## src/rtl/npe_result_writer.sv

```systemverilog
// -----------------------------------------------------------------------------
// npe_result_writer
//
// Consumer end of the npe result interface. Each result vector (DATA_COPIES
// lanes of 2*DATA_WIDTH bits) arrives on a valid strobe with no backpressure.
// It is optionally saturated to signed DATA_WIDTH lanes, buffered in a small
// FIFO, and then serialised into BEAT_WIDTH-bit write beats at consecutive
// addresses of the output buffer. The controller programs each layer with
// start/base/count.
//
// Ports
//   i_clk, i_rst_n         clock, asynchronous active-low reset
//   i_start                one-cycle job start (honoured in IDLE only)
//   i_base_addr            first beat address of the job
//   i_result_num           number of result vectors in the job
//   i_sat_mode             1: saturate lanes to signed DATA_WIDTH
//   i_npe_result(_vld)     result vector and its strobe (no ready)
//   o_wr_data/addr/vld     write beat towards the output buffer
//   i_wr_rdy               sink accepts the beat
//   o_busy                 high while a job is running
//   o_done                 one-cycle completion pulse
//   o_overflow             sticky: a vector was dropped on a full FIFO
//
// Write port handshake: a beat transfers on a cycle where o_wr_vld and
// i_wr_rdy are both high. o_wr_vld, once raised, stays high until the beat
// transfers, and o_wr_data/o_wr_addr hold stable while i_wr_rdy is low.
// -----------------------------------------------------------------------------
module npe_result_writer #(
    parameter int DATA_WIDTH  = 8,
    parameter int DATA_COPIES = 32,
    parameter int BEAT_WIDTH  = 128,
    parameter int ADDR_WIDTH  = 16,
    parameter int FIFO_DEPTH  = 4,
    parameter int CNT_WIDTH   = 16
) (
    input  logic                                i_clk,
    input  logic                                i_rst_n,
    input  logic                                i_start,
    input  logic [ADDR_WIDTH-1:0]               i_base_addr,
    input  logic [CNT_WIDTH-1:0]                i_result_num,
    input  logic                                i_sat_mode,
    input  logic [DATA_COPIES*2*DATA_WIDTH-1:0] i_npe_result,
    input  logic                                i_npe_result_vld,
    output logic [BEAT_WIDTH-1:0]               o_wr_data,
    output logic [ADDR_WIDTH-1:0]               o_wr_addr,
    output logic                                o_wr_vld,
    input  logic                                i_wr_rdy,
    output logic                                o_busy,
    output logic                                o_done,
    output logic                                o_overflow
);

    localparam int LANE_W  = 2 * DATA_WIDTH;
    localparam int RAW_W   = DATA_COPIES * LANE_W;
    localparam int SAT_W   = DATA_COPIES * DATA_WIDTH;
    localparam int P_RAW   = RAW_W / BEAT_WIDTH;
    localparam int P_SAT   = SAT_W / BEAT_WIDTH;
    localparam int BI_W    = (P_RAW > 1) ? $clog2(P_RAW) : 1;
    localparam int PTR_W   = $clog2(FIFO_DEPTH);
    localparam int FILL_W  = PTR_W + 1;

    typedef enum logic [1:0] {
        ST_IDLE = 2'd0,
        ST_RUN  = 2'd1,
        ST_DONE = 2'd2
    } state_t;

    // Job FSM state; kept as a plainly named register so checkers can bind to it.
    state_t                 state;
    logic                   busy_q;
    logic                   done_q;

    // Job parameters latched on start
    logic [CNT_WIDTH-1:0]   num_q;
    logic                   sat_q;

    // Progress counters
    logic [CNT_WIDTH-1:0]   acc_cnt;   // vectors pushed into the FIFO
    logic [CNT_WIDTH-1:0]   wr_cnt;    // vectors fully written out
    logic [BI_W-1:0]        beat_idx;  // beat of the head vector on the port
    logic [ADDR_WIDTH-1:0]  wr_addr_q;
    logic                   ovf_q;

    // Vector FIFO
    logic [RAW_W-1:0]       fifo_mem [FIFO_DEPTH];
    logic [PTR_W-1:0]       wr_ptr;
    logic [PTR_W-1:0]       rd_ptr;
    logic [FILL_W-1:0]      fill;

    logic                   fifo_empty;
    logic                   fifo_full;
    logic [BI_W-1:0]        beat_last;
    logic                   wr_hs;
    logic                   pop;
    logic                   want;
    logic                   push;
    logic                   drop;
    logic                   start_go;

    logic [LANE_W-1:0]      lane;
    logic [DATA_WIDTH:0]    lane_top;
    logic [DATA_WIDTH-1:0]  lane_sat;
    logic [SAT_W-1:0]       sat_vec;
    logic [RAW_W-1:0]       store_vec;
    logic [RAW_W-1:0]       head_vec;
    logic [BEAT_WIDTH-1:0]  beat_data;

    assign fifo_empty = (fill == '0);
    assign fifo_full  = (fill == FILL_W'(FIFO_DEPTH));
    assign beat_last  = sat_q ? BI_W'(P_SAT - 1) : BI_W'(P_RAW - 1);
    assign wr_hs      = !fifo_empty && i_wr_rdy;
    // The head vector leaves the FIFO when its last beat transfers.
    assign pop        = wr_hs && (beat_idx == beat_last);
    assign want       = (state == ST_RUN) && i_npe_result_vld && (acc_cnt < num_q);
    // A full FIFO still accepts when the head is popping in the same cycle.
    assign push       = want && (!fifo_full || pop);
    assign drop       = want && fifo_full && !pop;
    assign start_go   = (state == ST_IDLE) && i_start;

    // Per-lane saturation: a lane fits in DATA_WIDTH signed bits exactly
    // when its top DATA_WIDTH+1 bits are all equal; otherwise clamp by sign.
    always_comb begin
        lane     = '0;
        lane_top = '0;
        lane_sat = '0;
        sat_vec  = '0;
        for (int k = 0; k < DATA_COPIES; k++) begin
            lane     = i_npe_result[k*LANE_W +: LANE_W];
            lane_top = lane[LANE_W-1:DATA_WIDTH-1];
            if ((&lane_top) || !(|lane_top)) begin
                lane_sat = lane[DATA_WIDTH-1:0];
            end else if (lane[LANE_W-1]) begin
                lane_sat = {1'b1, {(DATA_WIDTH-1){1'b0}}};
            end else begin
                lane_sat = {1'b0, {(DATA_WIDTH-1){1'b1}}};
            end
            sat_vec[k*DATA_WIDTH +: DATA_WIDTH] = lane_sat;
        end
    end

    // Saturated vectors occupy the low SAT_W bits of a FIFO entry.
    assign store_vec = sat_q ? {{(RAW_W-SAT_W){1'b0}}, sat_vec} : i_npe_result;

    assign head_vec = fifo_mem[rd_ptr];

    always_comb begin
        beat_data = '0;
        for (int b = 0; b < P_RAW; b++) begin
            if (beat_idx == BI_W'(b)) begin
                beat_data = head_vec[b*BEAT_WIDTH +: BEAT_WIDTH];
            end
        end
    end

    assign o_wr_vld   = !fifo_empty;
    // Empty FIFO entries are never reset, so the data bus is forced to 0.
    assign o_wr_data  = fifo_empty ? '0 : beat_data;
    assign o_wr_addr  = wr_addr_q;
    assign o_busy     = busy_q;
    assign o_done     = done_q;
    assign o_overflow = ovf_q;

    // Job FSM
    always_ff @(posedge i_clk or negedge i_rst_n) begin
        if (!i_rst_n) begin
            state  <= ST_IDLE;
            busy_q <= 1'b0;
            done_q <= 1'b0;
        end else begin
            case (state)
                ST_IDLE: begin
                    if (i_start) begin
                        if (i_result_num == '0) begin
                            state  <= ST_DONE;
                            done_q <= 1'b1;
                        end else begin
                            state  <= ST_RUN;
                            busy_q <= 1'b1;
                        end
                    end
                end
                ST_RUN: begin
                    // Leaving on the final pop makes o_done appear in the
                    // cycle right after the last beat transfers.
                    if (pop && (wr_cnt == num_q - CNT_WIDTH'(1))) begin
                        state  <= ST_DONE;
                        busy_q <= 1'b0;
                        done_q <= 1'b1;
                    end
                end
                ST_DONE: begin
                    state  <= ST_IDLE;
                    done_q <= 1'b0;
                end
                default: begin
                    state  <= ST_IDLE;
                    busy_q <= 1'b0;
                    done_q <= 1'b0;
                end
            endcase
        end
    end

    // Datapath: job parameters, counters, FIFO pointers, write address
    always_ff @(posedge i_clk or negedge i_rst_n) begin
        if (!i_rst_n) begin
            num_q     <= '0;
            sat_q     <= 1'b0;
            acc_cnt   <= '0;
            wr_cnt    <= '0;
            beat_idx  <= '0;
            wr_addr_q <= '0;
            ovf_q     <= 1'b0;
            wr_ptr    <= '0;
            rd_ptr    <= '0;
            fill      <= '0;
        end else if (start_go) begin
            num_q     <= i_result_num;
            sat_q     <= i_sat_mode;
            acc_cnt   <= '0;
            wr_cnt    <= '0;
            beat_idx  <= '0;
            wr_addr_q <= i_base_addr;
            ovf_q     <= 1'b0;
            wr_ptr    <= '0;
            rd_ptr    <= '0;
            fill      <= '0;
        end else begin
            if (push) begin
                wr_ptr  <= wr_ptr + PTR_W'(1);
                acc_cnt <= acc_cnt + CNT_WIDTH'(1);
            end
            if (pop) begin
                rd_ptr <= rd_ptr + PTR_W'(1);
                wr_cnt <= wr_cnt + CNT_WIDTH'(1);
            end
            case ({push, pop})
                2'b10:   fill <= fill + FILL_W'(1);
                2'b01:   fill <= fill - FILL_W'(1);
                default: fill <= fill;
            endcase
            if (wr_hs) begin
                wr_addr_q <= wr_addr_q + ADDR_WIDTH'(1);
                beat_idx  <= pop ? '0 : beat_idx + BI_W'(1);
            end
            if (drop) begin
                ovf_q <= 1'b1;
            end
        end
    end

    // FIFO storage (no reset needed: occupancy is tracked by fill)
    always_ff @(posedge i_clk) begin
        if (push) begin
            fifo_mem[wr_ptr] <= store_vec;
        end
    end

endmodule

```

## config.mk

```make
export PLATFORM = sky130hd
export DESIGN_NAME = npe_result_writer
export DESIGN_NICKNAME = d
export VERILOG_FILES = /design/src/rtl/npe_result_writer.sv
export SDC_FILE = /design/constraint.sdc
export NUM_CORES = 2
export LEC_CHECK = 0
export BUFFER_PORTS_ARGS = -buffer_cell sky130_fd_sc_hd__buf_4
export CORE_UTILIZATION = 25
export CTS_CLUSTER_SIZE = 20
export DETAILED_ROUTE_END_ITERATION = 6
export GPL_TIMING_DRIVEN = 1
export PLACE_DENSITY_LB_ADDON = 0.15
export SLEW_MARGIN = 0
export SYNTH_ARGS = -nofsm -noshare
export SYNTH_HDL_FRONTEND = slang
export SYNTH_SLANG_ARGS = --single-unit
```

## constraint.sdc

```tcl
create_clock -name i_clk -period 39.5 [get_ports i_clk]
set_clock_uncertainty 0.1 [all_clocks]
set_input_delay 3.95 -clock i_clk [delete_from_list [all_inputs] [get_ports i_clk]]
set_output_delay 3.95 -clock i_clk [all_outputs]
set_load 0.005 [all_outputs]
```

==> impl_metrics.env <==
export IMPL_grt_pass1_wl_um=432000
export IMPL_cts_buffer_depth=4
export IMPL_final_util=0.305
export IMPL_slowest_delay_ns=0.98
export IMPL_num_rows=219
export IMPL_antenna_found_initial=60
export IMPL_cp_common_cell="buf_4"
export IMPL_die_w_um=599
export IMPL_worst_setup_path_type="reg -> out"
export IMPL_htree_levels=4
export IMPL_hold_violations=0
export IMPL_fmax_mhz=98.9
export IMPL_drive_above_1_share=0.275
export IMPL_die_area_mm2=0.359
export IMPL_finalSetupTns_ns=0
export IMPL_cts_resized=0
export IMPL_die_y_um=599
export IMPL_worstHoldStart="o_done"
export IMPL_synth_area_leaders="edfxtp_1 (69%), mux4_2 (13%), a21oi_1 (3.9%), nor2_1 (2.9%), dfrtp_1 (2.2%)"
export IMPL_worstMarginPinSlew_ns=1.29
export IMPL_vias=52375
export IMPL_synth_edf_count=2048
export IMPL_cts_root_buf="clkbuf_16"
export IMPL_synthArstFlopShare=0.0371
export IMPL_num_io_pins=698
export IMPL_wl_per_cell_um=28.6
export IMPL_cts_tree="done"
export IMPL_powerDensity_mw_per_mm2=79.0
export IMPL_numClockSinks=2127
export IMPL_cp_top_family="buffers and inverters"
export IMPL_placeableCoreArea_mm2=0.355
export IMPL_place_inst=10614
export IMPL_rr_endpoint="fifo_mem[0][52]"
export IMPL_vias_per_cell=4.73
export IMPL_p_leak_nw=35.6
export IMPL_ys_warn_count=0
export IMPL_final_setup_worst_slack_ns=29.39
export IMPL_drc=0
export IMPL_drt_first_pass_iters=5
export IMPL_slew_headroom=0.139
export IMPL_synth_cell_type_count=64
export IMPL_synth_area_leader_cell="edfxtp_1"
export IMPL_overflow=0
export IMPL_whs_ns=0.397
export IMPL_reg2reg_depth=13
export IMPL_clk_latency_ns=0.88
export IMPL_rsz0062_at_grt="false"
export IMPL_cp_num_buf_inv=4
export IMPL_crit_arrival_ns=6.06
export IMPL_grt_max_degree=161
export IMPL_cp_num_cells=11
export IMPL_ys_ff_latch=2127
export IMPL_hp_class="reg -> reg"
export IMPL_hold_depth=2
export IMPL_syn_area_mm2=0.0892
export IMPL_cts_hold_buf=0
export IMPL_power_total_mw=8.56
export IMPL_ant_nets=0
export IMPL_worstPathMaxFanout=60
export IMPL_fin_cells=11077
export IMPL_grt_pass1_vias=53427
export IMPL_path_clk_slew_ns=0.06
export IMPL_fin_crit_sh=0.256
export IMPL_crit_path_cell_trace="buf_4 -> buf_4 -> buf_4 -> mux4_2 -> a22oi_1 -> nor2_1 -> a21oi_1 -> nor2_1 -> a21oi_1 -> nor2_1 -> buf_4"
export IMPL_ys_seq_area_frac=0.711
export IMPL_synth_ff_type="edfxtp_1"
export IMPL_cap_violations=0
export IMPL_endpoint_kind="output port"
export IMPL_fin_area_mm2=0.108
export IMPL_hold_end="o_done"
export IMPL_port_buffers=697
export IMPL_status="completed"
export IMPL_fin_nets=6688
export IMPL_synth_top_area_share=0.689
export IMPL_post_dp_hpwl_um=215000
export IMPL_wl_um=317000
export IMPL_worstPathRequired_ns=35.45
export IMPL_synthesis_nets=5956
export IMPL_syn_instance_count=5378
export IMPL_reg2reg_from="num_q[13]"
export IMPL_syn2layout_area_growth_pct=21.4
export IMPL_postCtsSetupBuffers=0
export IMPL_dpl_cell_area_mm2=0.100
export IMPL_floorplan_initialDensity=0.251
export IMPL_finalSetupViolCount=0
export IMPL_cp_slowest_cell="dfrtp_4"
export IMPL_fin_crit_ns=10.11
export IMPL_grt_usage=0.172
export IMPL_first_iter_violations=4729
export IMPL_ir_worst_vdd_mv=0.0438
export IMPL_numCtsBuffers=245
export IMPL_slew_violations=0
export IMPL_startpoint_type="flop"
export IMPL_rrSetupSlack_ns=32.83
export IMPL_avgSynthCellArea_um2=16.6
export IMPL_place_ws_ns=29.63
export IMPL_place_congestion=0.805
==> cell type report <==
class                   count  area, um2
fillers                 35278     247000
flip-flops and latches   2127      63500
multi-input cells        2909      24500
clock buffers             291       6380
repair buffers            800       6180
well taps                4751       5940
clock inverters           157       1640
inverters                  27        101
diodes                     15       37.5
==> cells by family (layout without fill, tap and decap cells) <==
kind of cell,after synthesis,after routing,share of synthesized area
xor+xnor,52,52,0.00510
mux,551,551,0.134
flops,2127,2127,0.711
fa+ha+maj,28,28,0.00401
simple gates,1319,1319,0.0693
compound gates,959,959,0.0607
buf+inv,342,1275,0.0154
other cells,0,15,0
==> worst max-delay path by stage <==
stage               startpoint                to
finish               rd_ptr[1]     o_wr_data[49]
global route         rd_ptr[1]     o_wr_data[49]
CTS                  rd_ptr[1]     o_wr_data[49]
detailed placement    i_wr_rdy  fifo_mem[1][181]
global placement      i_wr_rdy  fifo_mem[0][457]
floorplan             i_wr_rdy    fifo_mem[0][0]
==> Yosys cell counts (26+ instances only) <==
| cell | instances |
|---|---|
| a21oi_1 | 693 |
| a22oi_1 | 129 |
| buf_2 | 57 |
| clkbuf_1 | 230 |
| dfrtp_1 | 79 |
| edfxtp_1 | 2048 |
| ha_1 | 27 |
| inv_1 | 26 |
| mux2_2 | 32 |
| mux4_2 | 512 |
| nand2_1 | 104 |
| nand3_1 | 85 |
| nand4_1 | 48 |
| nor2_1 | 685 |
| nor2b_1 | 261 |
| nor3_1 | 44 |
| nor4_1 | 42 |
| o21ai_0 | 47 |
| o31ai_1 | 37 |
| xor2_1 | 27 |
==> sequential cells by signal, summed over array words and instances (netlist names), 3 cells and up <==
| signal | count |
|---|---|
| o_wr_addr | 16 |
| wr_cnt | 16 |
| num_q | 16 |
| fill | 3 |
| acc_cnt | 16 |
| fifo_mem | 2048 |
==> power by group <==
group	switching, mW	leakage, nW	internal, mW	total, mW
clock	0.951	3.89	1.34	2.29
sequential	0.143	19.8	3.13	3.28
combinational	1.92	11.8	1.07	2.99
==> tightest hold or removal path, delay by kind of cell, from the launching register on <==
kind,cells,cell delay [ns]
AO/OA/AOI/OAI,2,0.12
flip-flops,1,0.34
==> layer usage <==
metal,GRT usage,wire length [um],up-vias,share of wire
met3,0.0252,16300,383,0.052
met5,0,163,-,0.00051
li1,-,-,22857,-
met4,0.0453,8340,24,0.026
met1,0.233,139000,27621,0.44
met2,0.287,153000,1490,0.48
==> layout by cell type (no fill, tap or decap), types with 27 or more instances in the layout <==
master / n
nor2b_1: 260
buf_4: 786
edfxtp_1: 2048
bufinv_16: 29
clkbuf_1: 42
nor3_1: 43
clkinv_1: 51
nand3_1: 85
dfrtp_1: 76
nor4_1: 42
o21ai_0: 47
clkinv_2: 47
mux4_2: 512
a21oi_1: 693
a22oi_1: 129
clkbuf_16: 248
nand2_1: 104
nand4_1: 48
xor2_1: 27
nor2_1: 685
mux2_2: 32
(Power assumes the default switching activity.)
